==> src/rtl/idct_mul_sequencer.sv <==
// IDCT multiplier sequencer.
// Steps one block through LOAD, ROW, COL and FLUSH. It drives the phase code,
// the operand index and the clear/approximation controls of the multiplier
// wrapper, and it tracks when the wrapper's product P is valid.
module idct_mul_sequencer #(
  parameter int BLOCK_LEN = 64,
  parameter int PIPE_LAT  = 1
) (
  input  logic       clk,
  input  logic       rstN,
  input  logic       start,
  input  logic       abort,
  input  logic       apx_row,
  input  logic       apx_col,
  input  logic       op_valid,
  output logic       op_ready,
  output logic [2:0] state,
  output logic [8:0] count0,
  output logic       rstP,
  output logic       racc,
  output logic       rapx,
  output logic       p_valid,
  output logic       busy,
  output logic       done
);

  typedef enum logic [2:0] {
    S_IDLE  = 3'b000,
    S_LOAD  = 3'b001,
    S_ROW   = 3'b010,
    S_COL   = 3'b011,
    S_FLUSH = 3'b100
  } phase_e;

  localparam logic [8:0] LAST_IDX   = 9'(BLOCK_LEN - 1);
  localparam logic [8:0] FLUSH_LAST = 9'(PIPE_LAT);

  phase_e              state_q, state_d;
  logic [8:0]          count_q, count_d;
  logic                mode_row_q, mode_row_d;
  logic                mode_col_q, mode_col_d;
  logic                ready_q, ready_d;
  logic                rstp_q, rstp_d;
  logic                racc_q, racc_d;
  logic                rapx_q, rapx_d;
  logic                busy_q, busy_d;
  logic                done_q, done_d;
  logic [PIPE_LAT-1:0] pipe_q, pipe_d, pipe_shift;
  logic                accept;
  logic                abort_busy;
  logic                prod_accept;

  // An abort only matters while a block is in flight; in IDLE it is ignored.
  assign abort_busy  = abort & busy_q;
  // Ready is dropped combinationally by abort so an aborted cycle never
  // completes a handshake upstream (abort beats a coincident accept).
  assign op_ready    = ready_q & ~abort;
  assign accept      = op_valid & op_ready;
  // Only ROW and COL accepts feed real multiplications into the wrapper.
  assign prod_accept = accept & ((state_q == S_ROW) | (state_q == S_COL));

  // Phase, operand index and latched approximation modes.
  always_ff @(posedge clk or negedge rstN) begin
    if (!rstN) begin
      state_q    <= S_IDLE;
      count_q    <= '0;
      mode_row_q <= 1'b0;
      mode_col_q <= 1'b0;
    end else begin
      state_q    <= state_d;
      count_q    <= count_d;
      mode_row_q <= mode_row_d;
      mode_col_q <= mode_col_d;
    end
  end

  // Next phase: advance on the phase-final accept; FLUSH is a fixed countdown.
  always_comb begin
    state_d    = state_q;
    count_d    = count_q;
    mode_row_d = mode_row_q;
    mode_col_d = mode_col_q;
    if (abort_busy) begin
      state_d = S_IDLE;
      count_d = '0;
    end else begin
      case (state_q)
        S_IDLE: begin
          count_d = '0;
          if (start && !abort) begin
            state_d    = S_LOAD;
            mode_row_d = apx_row;
            mode_col_d = apx_col;
          end
        end
        S_LOAD, S_ROW, S_COL: begin
          if (accept) begin
            if (count_q == LAST_IDX) begin
              count_d = '0;
              case (state_q)
                S_LOAD:  state_d = S_ROW;
                S_ROW:   state_d = S_COL;
                default: state_d = S_FLUSH;
              endcase
            end else begin
              count_d = count_q + 9'd1;
            end
          end
        end
        S_FLUSH: begin
          if (count_q == FLUSH_LAST) begin
            state_d = S_IDLE;
            count_d = '0;
          end else begin
            count_d = count_q + 9'd1;
          end
        end
        default: begin
          state_d = S_IDLE;
          count_d = '0;
        end
      endcase
    end
  end

  // Next values of the registered controls, derived from the upcoming phase.
  always_comb begin
    ready_d = (state_d == S_LOAD) | (state_d == S_ROW) | (state_d == S_COL);
    busy_d  = (state_d != S_IDLE);
    racc_d  = (state_d == S_IDLE);
    case (state_d)
      S_LOAD, S_ROW: rapx_d = mode_row_d;
      S_COL:         rapx_d = mode_col_d;
      default:       rapx_d = 1'b0;
    endcase
    rstp_d = abort_busy | ((state_q == S_IDLE) & (state_d == S_LOAD));
    done_d = (state_q == S_FLUSH) & (state_d == S_IDLE) & ~abort;
    pipe_d = abort_busy ? '0 : pipe_shift;
  end

  // Product-valid delay line: one stage per cycle of multiplier latency.
  genvar gi;
  generate
    for (gi = 0; gi < PIPE_LAT; gi++) begin : g_pipe
      if (gi == 0) begin : g_head
        assign pipe_shift[gi] = prod_accept;
      end else begin : g_tail
        assign pipe_shift[gi] = pipe_q[gi-1];
      end
    end
  endgenerate

  // Output registers and the valid delay line.
  always_ff @(posedge clk or negedge rstN) begin
    if (!rstN) begin
      ready_q <= 1'b0;
      rstp_q  <= 1'b0;
      racc_q  <= 1'b1;
      rapx_q  <= 1'b0;
      busy_q  <= 1'b0;
      done_q  <= 1'b0;
      pipe_q  <= '0;
    end else begin
      ready_q <= ready_d;
      rstp_q  <= rstp_d;
      racc_q  <= racc_d;
      rapx_q  <= rapx_d;
      busy_q  <= busy_d;
      done_q  <= done_d;
      pipe_q  <= pipe_d;
    end
  end

  assign state   = state_q;
  assign count0  = count_q;
  assign rstP    = rstp_q;
  assign racc    = racc_q;
  assign rapx    = rapx_q;
  assign busy    = busy_q;
  assign done    = done_q;
  assign p_valid = pipe_q[PIPE_LAT-1];

endmodule

==> config.mk <==
export PLATFORM = sky130hd
export DESIGN_NAME = idct_mul_sequencer
export DESIGN_NICKNAME = d
export VERILOG_FILES = /design/src/rtl/idct_mul_sequencer.sv
export SDC_FILE = /design/constraint.sdc
export NUM_CORES = 1
export LEC_CHECK = 0
export CAP_MARGIN = 30
export CORE_AREA = 2 2 60 62
export DETAILED_ROUTE_END_ITERATION = 12
export DIE_AREA = 0 0 62 64
export SYNTH_ARGS = -nofsm -noshare
export SYNTH_HDL_FRONTEND = slang
export SYNTH_SLANG_ARGS = --single-unit
==> constraint.sdc <==
create_clock -name clk -period 2.35 [get_ports clk]
set_input_delay 0.47 -clock clk [delete_from_list [all_inputs] [get_ports clk]]
set_output_delay 0.47 -clock clk [all_outputs]
set_load 0.005 [all_outputs]
---- Word level (Yosys, flattened, before mapping) ----
Index checks and enable logic that the tools add are counted.
cells by class
  add/subtract/negate cells ............... 1
  equal/unequal tests ..................... 10
  mux-type cells .......................... 20
  bitwise operators ....................... 12
  reduce and logical (&&, ||, !) cells .... 7
operators with widths
  kind                   count
  $mux W9                4
  $pmux W9 S2            1
  $mux W3                5
  $eq A3 B2 Y1 const B   4
  $add A9 B1 Y9 const B  1
  $eq A9 B1 Y1 const B   1
  $eq A9 B6 Y1 const B   1
  $pmux W3 S3            1
  $and A1 B1 Y1          7
  $mux W1                7
  $eq A3 B1 Y1 const B   2
  $logic_not A3 Y1       2
  $pmux W3 S2            1
  $or A1 B1 Y1           4
  $eq A3 B3 Y1 const B   1
  $ne A3 B3 Y1 const B   1
  $reduce_bool A3 Y1     1
  $reduce_or A3 Y1       1
  $pmux W1 S2            1
  $reduce_or A2 Y1       1
  $logic_and A1 B1 Y1    1
  $logic_not A1 Y1       1
  $not A1 Y1             1
storage, ports and cells
  register bits ........................... 21
  input port bits ......................... 7
  word-level logic and storage cells ...... 61

---- Depth between registers and ports, before layout ----
  depth after elaboration ................. 9
  gate-level depth with buffers ........... 7

---- Worst setup path after synthesis ----
No wires, ideal clock.
  path type ............................... register to register
  start ................................... register count_q[1] (netlist: count0[1])
  end ..................................... register count_q[3] (netlist: count0[3])
  data arrival time ....................... 1.932 ns
  path slack .............................. 0.297 ns
  stages on the path, launching flop included .. 8
  buffers on the path ..................... 0
  period minus slack after synthesis ...... 2.053 ns
  cells stage by stage .................... dfrtp_1 -> inv_1 -> ha_1 -> or4b_1 -> o311a_4 -> o21ai_4 -> o21ai_1 -> a22o_1
between the ends
  longest elaborated chain between the ends .. 5
  elaborated cells between the ends (all ways) .. 8
  classes of those cells .................. add/sub (1); eq/ne (2); mux (5)
RTL lines
  what                                           line          RTL
  start: declaration                             39            logic [8:0] count_q, count_d;
  start signal: assignment                       71            count_q <= count_d;
  $add A9 B1 Y9 or $eq A9 B6 Y1 (tied branches)  106, 115, 98
  $mux W9                                        98            if (count_q == LAST_IDX) begin
  $mux W9                                        97            if (accept) begin
  $pmux W9 S2 *                                  87            case (state_q)
  $mux W9 *                                      83            if (abort_busy) begin
Mark *: on every way between the ends. The rest lies on a longest branch, timed or not. The select of a mux whose other input is x is not followed.
A chain may end at the register's enable or synchronous reset.

---- Worst setup path in the final report ----
  start ................................... input port abort
  end ..................................... output port op_ready
between the ends
  longest elaborated chain between the ends .. 2
RTL lines
  what                line  RTL
  start: declaration  12    input logic abort,
  $not A1 Y1          57    assign op_ready = ready_q & ~abort;
  $and A1 B1 Y1       57
  end: declaration    16    output logic op_ready,
No other way between the ends.

==> flow_metrics.env <==
export IMPL_criticalPathCategory="in -> out"
export IMPL_chipHeight_um=64
export IMPL_tightest_slew_ps=475
export IMPL_clock_fmax_mhz=450
export IMPL_dp_slack_ps=65.9
export IMPL_cp_arrival_ps=1750
export IMPL_relSlewSlack_pct=68.2
export IMPL_synth_area_leaders="dfrtp_1, a22o_1, mux2i_1"
export IMPL_drv_slew=0
export IMPL_multi_input_area_um2=548
export IMPL_cts_hold_fix_buffers=0
export IMPL_fin_skew_ps=2.12
export IMPL_syn2layout_area_growth_pct=36.3
export IMPL_drtIter0Drc=28
export IMPL_drc=0
export IMPL_synth_seq_cells=21
export IMPL_tns_ps=0
export IMPL_rsz0062_at_grt="false"
export IMPL_io_buffers=25
export IMPL_dp_hpwl_mm=1.96
export IMPL_cts_root_buf="clkbuf_4"
export IMPL_final_core_util_pct=46.0
export IMPL_cts_made_buffers=3
export IMPL_initial_core_util_pct=33.8
export IMPL_synth_edf_count=0
export IMPL_antenna_cells=0
export IMPL_fp_row_count=21
export IMPL_cts_resized=0
export IMPL_vias=950
export IMPL_avgRoutedWirePerCell_um=13.1
export IMPL_die_area_um2=3970
export IMPL_cp_startpoint="abort"
export IMPL_synthAdderAreaFrac_pct=2.26
export IMPL_ys_seq_area_share_pct=47.5
export IMPL_clock_latency_ps=310
export IMPL_ys_async_sr_fraction_pct=100
export IMPL_synth_top_family_by_area="simple AND/OR/NAND/NOR gates"
export IMPL_cap_violations=0
export IMPL_ys_types=44
export IMPL_fin_nets=154
export IMPL_vdd_ir_drop_max_mv=0.209
export IMPL_end_kind="output port"
export IMPL_grt_max_degree=13
export IMPL_cp_required_ps=1880
export IMPL_antenna_found_initial=0
export IMPL_clkPwrFrac_pct=18.1
export IMPL_power_frac_comb_pct=35.4
export IMPL_synthXorXnorAreaFrac_pct=0.790
export IMPL_yosysWarnings=0
export IMPL_intPower_uw=673
export IMPL_syn_inst=107
export IMPL_clk_pin_slew_worst_paths_ps=120
export IMPL_finalCritPeriodShare_pct=94.6
export IMPL_cts_tree="yes"
export IMPL_cts_buffer_depth=2
export IMPL_yosys_area_share_simple_pct=23.1
export IMPL_rr_startpoint="count0[1]$_DFFE_PN0P_"
export IMPL_die_x_um=62
export IMPL_seqPwrFrac_pct=46.5
export IMPL_synthesis_nets=116
export IMPL_finalSetupViolations=0
export IMPL_grt_overflow_total=0
export IMPL_n_fill_cell=317
export IMPL_muxShareOfSynthArea_pct=3.72
export IMPL_p_switching_uw=333
export IMPL_synth_ff_type="dfrtp_1"
export IMPL_switching_share_pct=33.1
export IMPL_grt_pass1_wl_mm=4.17
export IMPL_register_area_um2=527
export IMPL_hold_viol=0
export IMPL_gp_congestion=0.749
export IMPL_cts_setup_buffers=0
export IMPL_globalRouteTotalUtil_pct=14.2
export IMPL_worstPathMaxFanout=6
export IMPL_ant_nets=0
export IMPL_final_layout_size_suffix_gt1_share_pct=16.7
export IMPL_fin_crit_ps=2220
export IMPL_first_pass_iters=4
export IMPL_io_pins=26
export IMPL_fin_ws_ps=128
export IMPL_finalWirelength_mm=2.49
export IMPL_yosysTopAreaCell="dfrtp_1"
export IMPL_powerDensity_nw_per_um2=666
export IMPL_synth_compound_area_share_pct=19.5
export IMPL_synth_area_um2=1110
export IMPL_drt_vias_per_instance=5.00
export IMPL_synth_top_area_share_pct=45.1
export IMPL_cp_start_kind="input pin"
export IMPL_grt_pass1_vias=911
export IMPL_synth_area_per_cell_um2=10.4
export IMPL_status="complete, no violations"
export IMPL_cts_htree_levels=1
export IMPL_p_leak_nw=0.664
export IMPL_hp_class="in -> async"
export IMPL_cts_sinks=21
export IMPL_core_um2=3280
## layer usage
metal	up-vias	routed length, µm	GRT usage (%)
met5	-	0	0
met4	0	56	7.18
met3	5	61	1.21
met2	18	1230	22.3
met1	456	1150	19.1
li1	471	-	-
## cell usage in the layout (no fill, tap or decap), types with 2 or more instances in the layout
cell             synthesis  layout
a21oi_1                  3       3
and3_1                   2       2
buf_4                    0      10
nor2_1                   5       5
inv_1                    7       7
nand2b_1                 2       2
clkbuf_4                 0       3
o21ai_0                  2       2
a22o_1                   5       5
clkdlybuf4s50_1          0      25
nor3_1                   4       4
a21o_1                   2       2
dfrtp_1                 20      20
nand2_1                  8       8
nor3b_1                  2       2
o21ai_1                  6       6
mux2i_1                  3       3
ha_1                     2       2
nor2b_1                  4       4
nand3_1                  2       2
## power by group through the flow
| stage | sequential (mW) | combinational (mW) | clock [mW] |
|---|---|---|---|
| finish | 0.468 | 0.356 | 0.182 |
| global route | 0.479 | 0.400 | 0.205 |
| CTS | 0.470 | 0.354 | 0.192 |
| detailed placement | 0.477 | 0.352 | 0 |
| global placement | 0.474 | 0.348 | 0 |
| floorplan | 0.471 | 0.184 | 0 |
## cell type report
cell class | instances | area share, %
Clock inverter | 1 | 0.331
Timing Repair Buffer | 35 | 21.5
Multi-Input combinational cell | 77 | 36.3
Inverter | 7 | 1.74
Sequential cell | 21 | 34.9
Clock buffer | 3 | 1.49
Tap cell | 46 | 3.81
## through the flow
stage | cell area [µm²] | instances | hold slack (ps) | total power [mW]
floorplan | 1110 | 107 | 174 | 0.655
global placement | 1480 | 185 | 472 | 0.822
detailed placement | 1480 | 185 | 496 | 0.829
CTS | 1500 | 189 | 450 | 1.02
global route | 1510 | 190 | 472 | 1.08
finish | 1510 | 190 | 445 | 1.01
## sequential cells by signal, indices dropped and copies added (netlist names)
name,count
count0,9
state,3
busy,1
done,1
mode_col_q,1
mode_row_q,1
p_valid,1
racc,1
rapx,1
ready_q,1
rstP,1
## logic make-up after synthesis
| logic type | after synthesis |
|---|---|
| buffers and inverters | 9 |
| AO/OA/AOI/OAI | 28 |
| flip-flops | 21 |
| multiplexers | 4 |
| XOR/XNOR | 1 |
| adder cells (fa/ha/maj) | 2 |
| AND/OR/NAND/NOR | 42 |
## critical path: stages
cell and delay, ps:
clkdlybuf4s50_1 480, buf_4 190, nor2b_1 100, clkdlybuf4s50_1 510
## synth_stat cells (2+ instances only)
| library cell | instances |
|---|---|
| nand2_1 | 8 |
| nor2_1 | 5 |
| a22o_1 | 5 |
| a21oi_1 | 3 |
| nor2b_1 | 4 |
| dfrtp_1 | 20 |
| o21ai_1 | 6 |
| mux2i_1 | 3 |
| a21o_1 | 2 |
| ha_1 | 2 |
| nor3_1 | 4 |
| and3_1 | 2 |
| inv_1 | 7 |
| clkbuf_1 | 2 |
| nor3b_1 | 2 |
| o21ai_0 | 2 |
| nand3_1 | 2 |
| nand2b_1 | 2 |
## final timing paths
path                                         endpoint  slack, ps  cells after the start
worst max-delay path                         op_ready        130                      4
worst min-delay path                p_valid$_DFF_PN0_        440                      1
worst max register to register  count0[7]$_DFFE_PN0P_        150                      7
worst min register to register   mode_row_q$_DFF_PN0_        520                      2
max in group asynchronous       count0[7]$_DFFE_PN0P_       1390                      2
min in group clk                 mode_row_q$_DFF_PN0_        520                      2
Power figures use the tool's default switching activity.
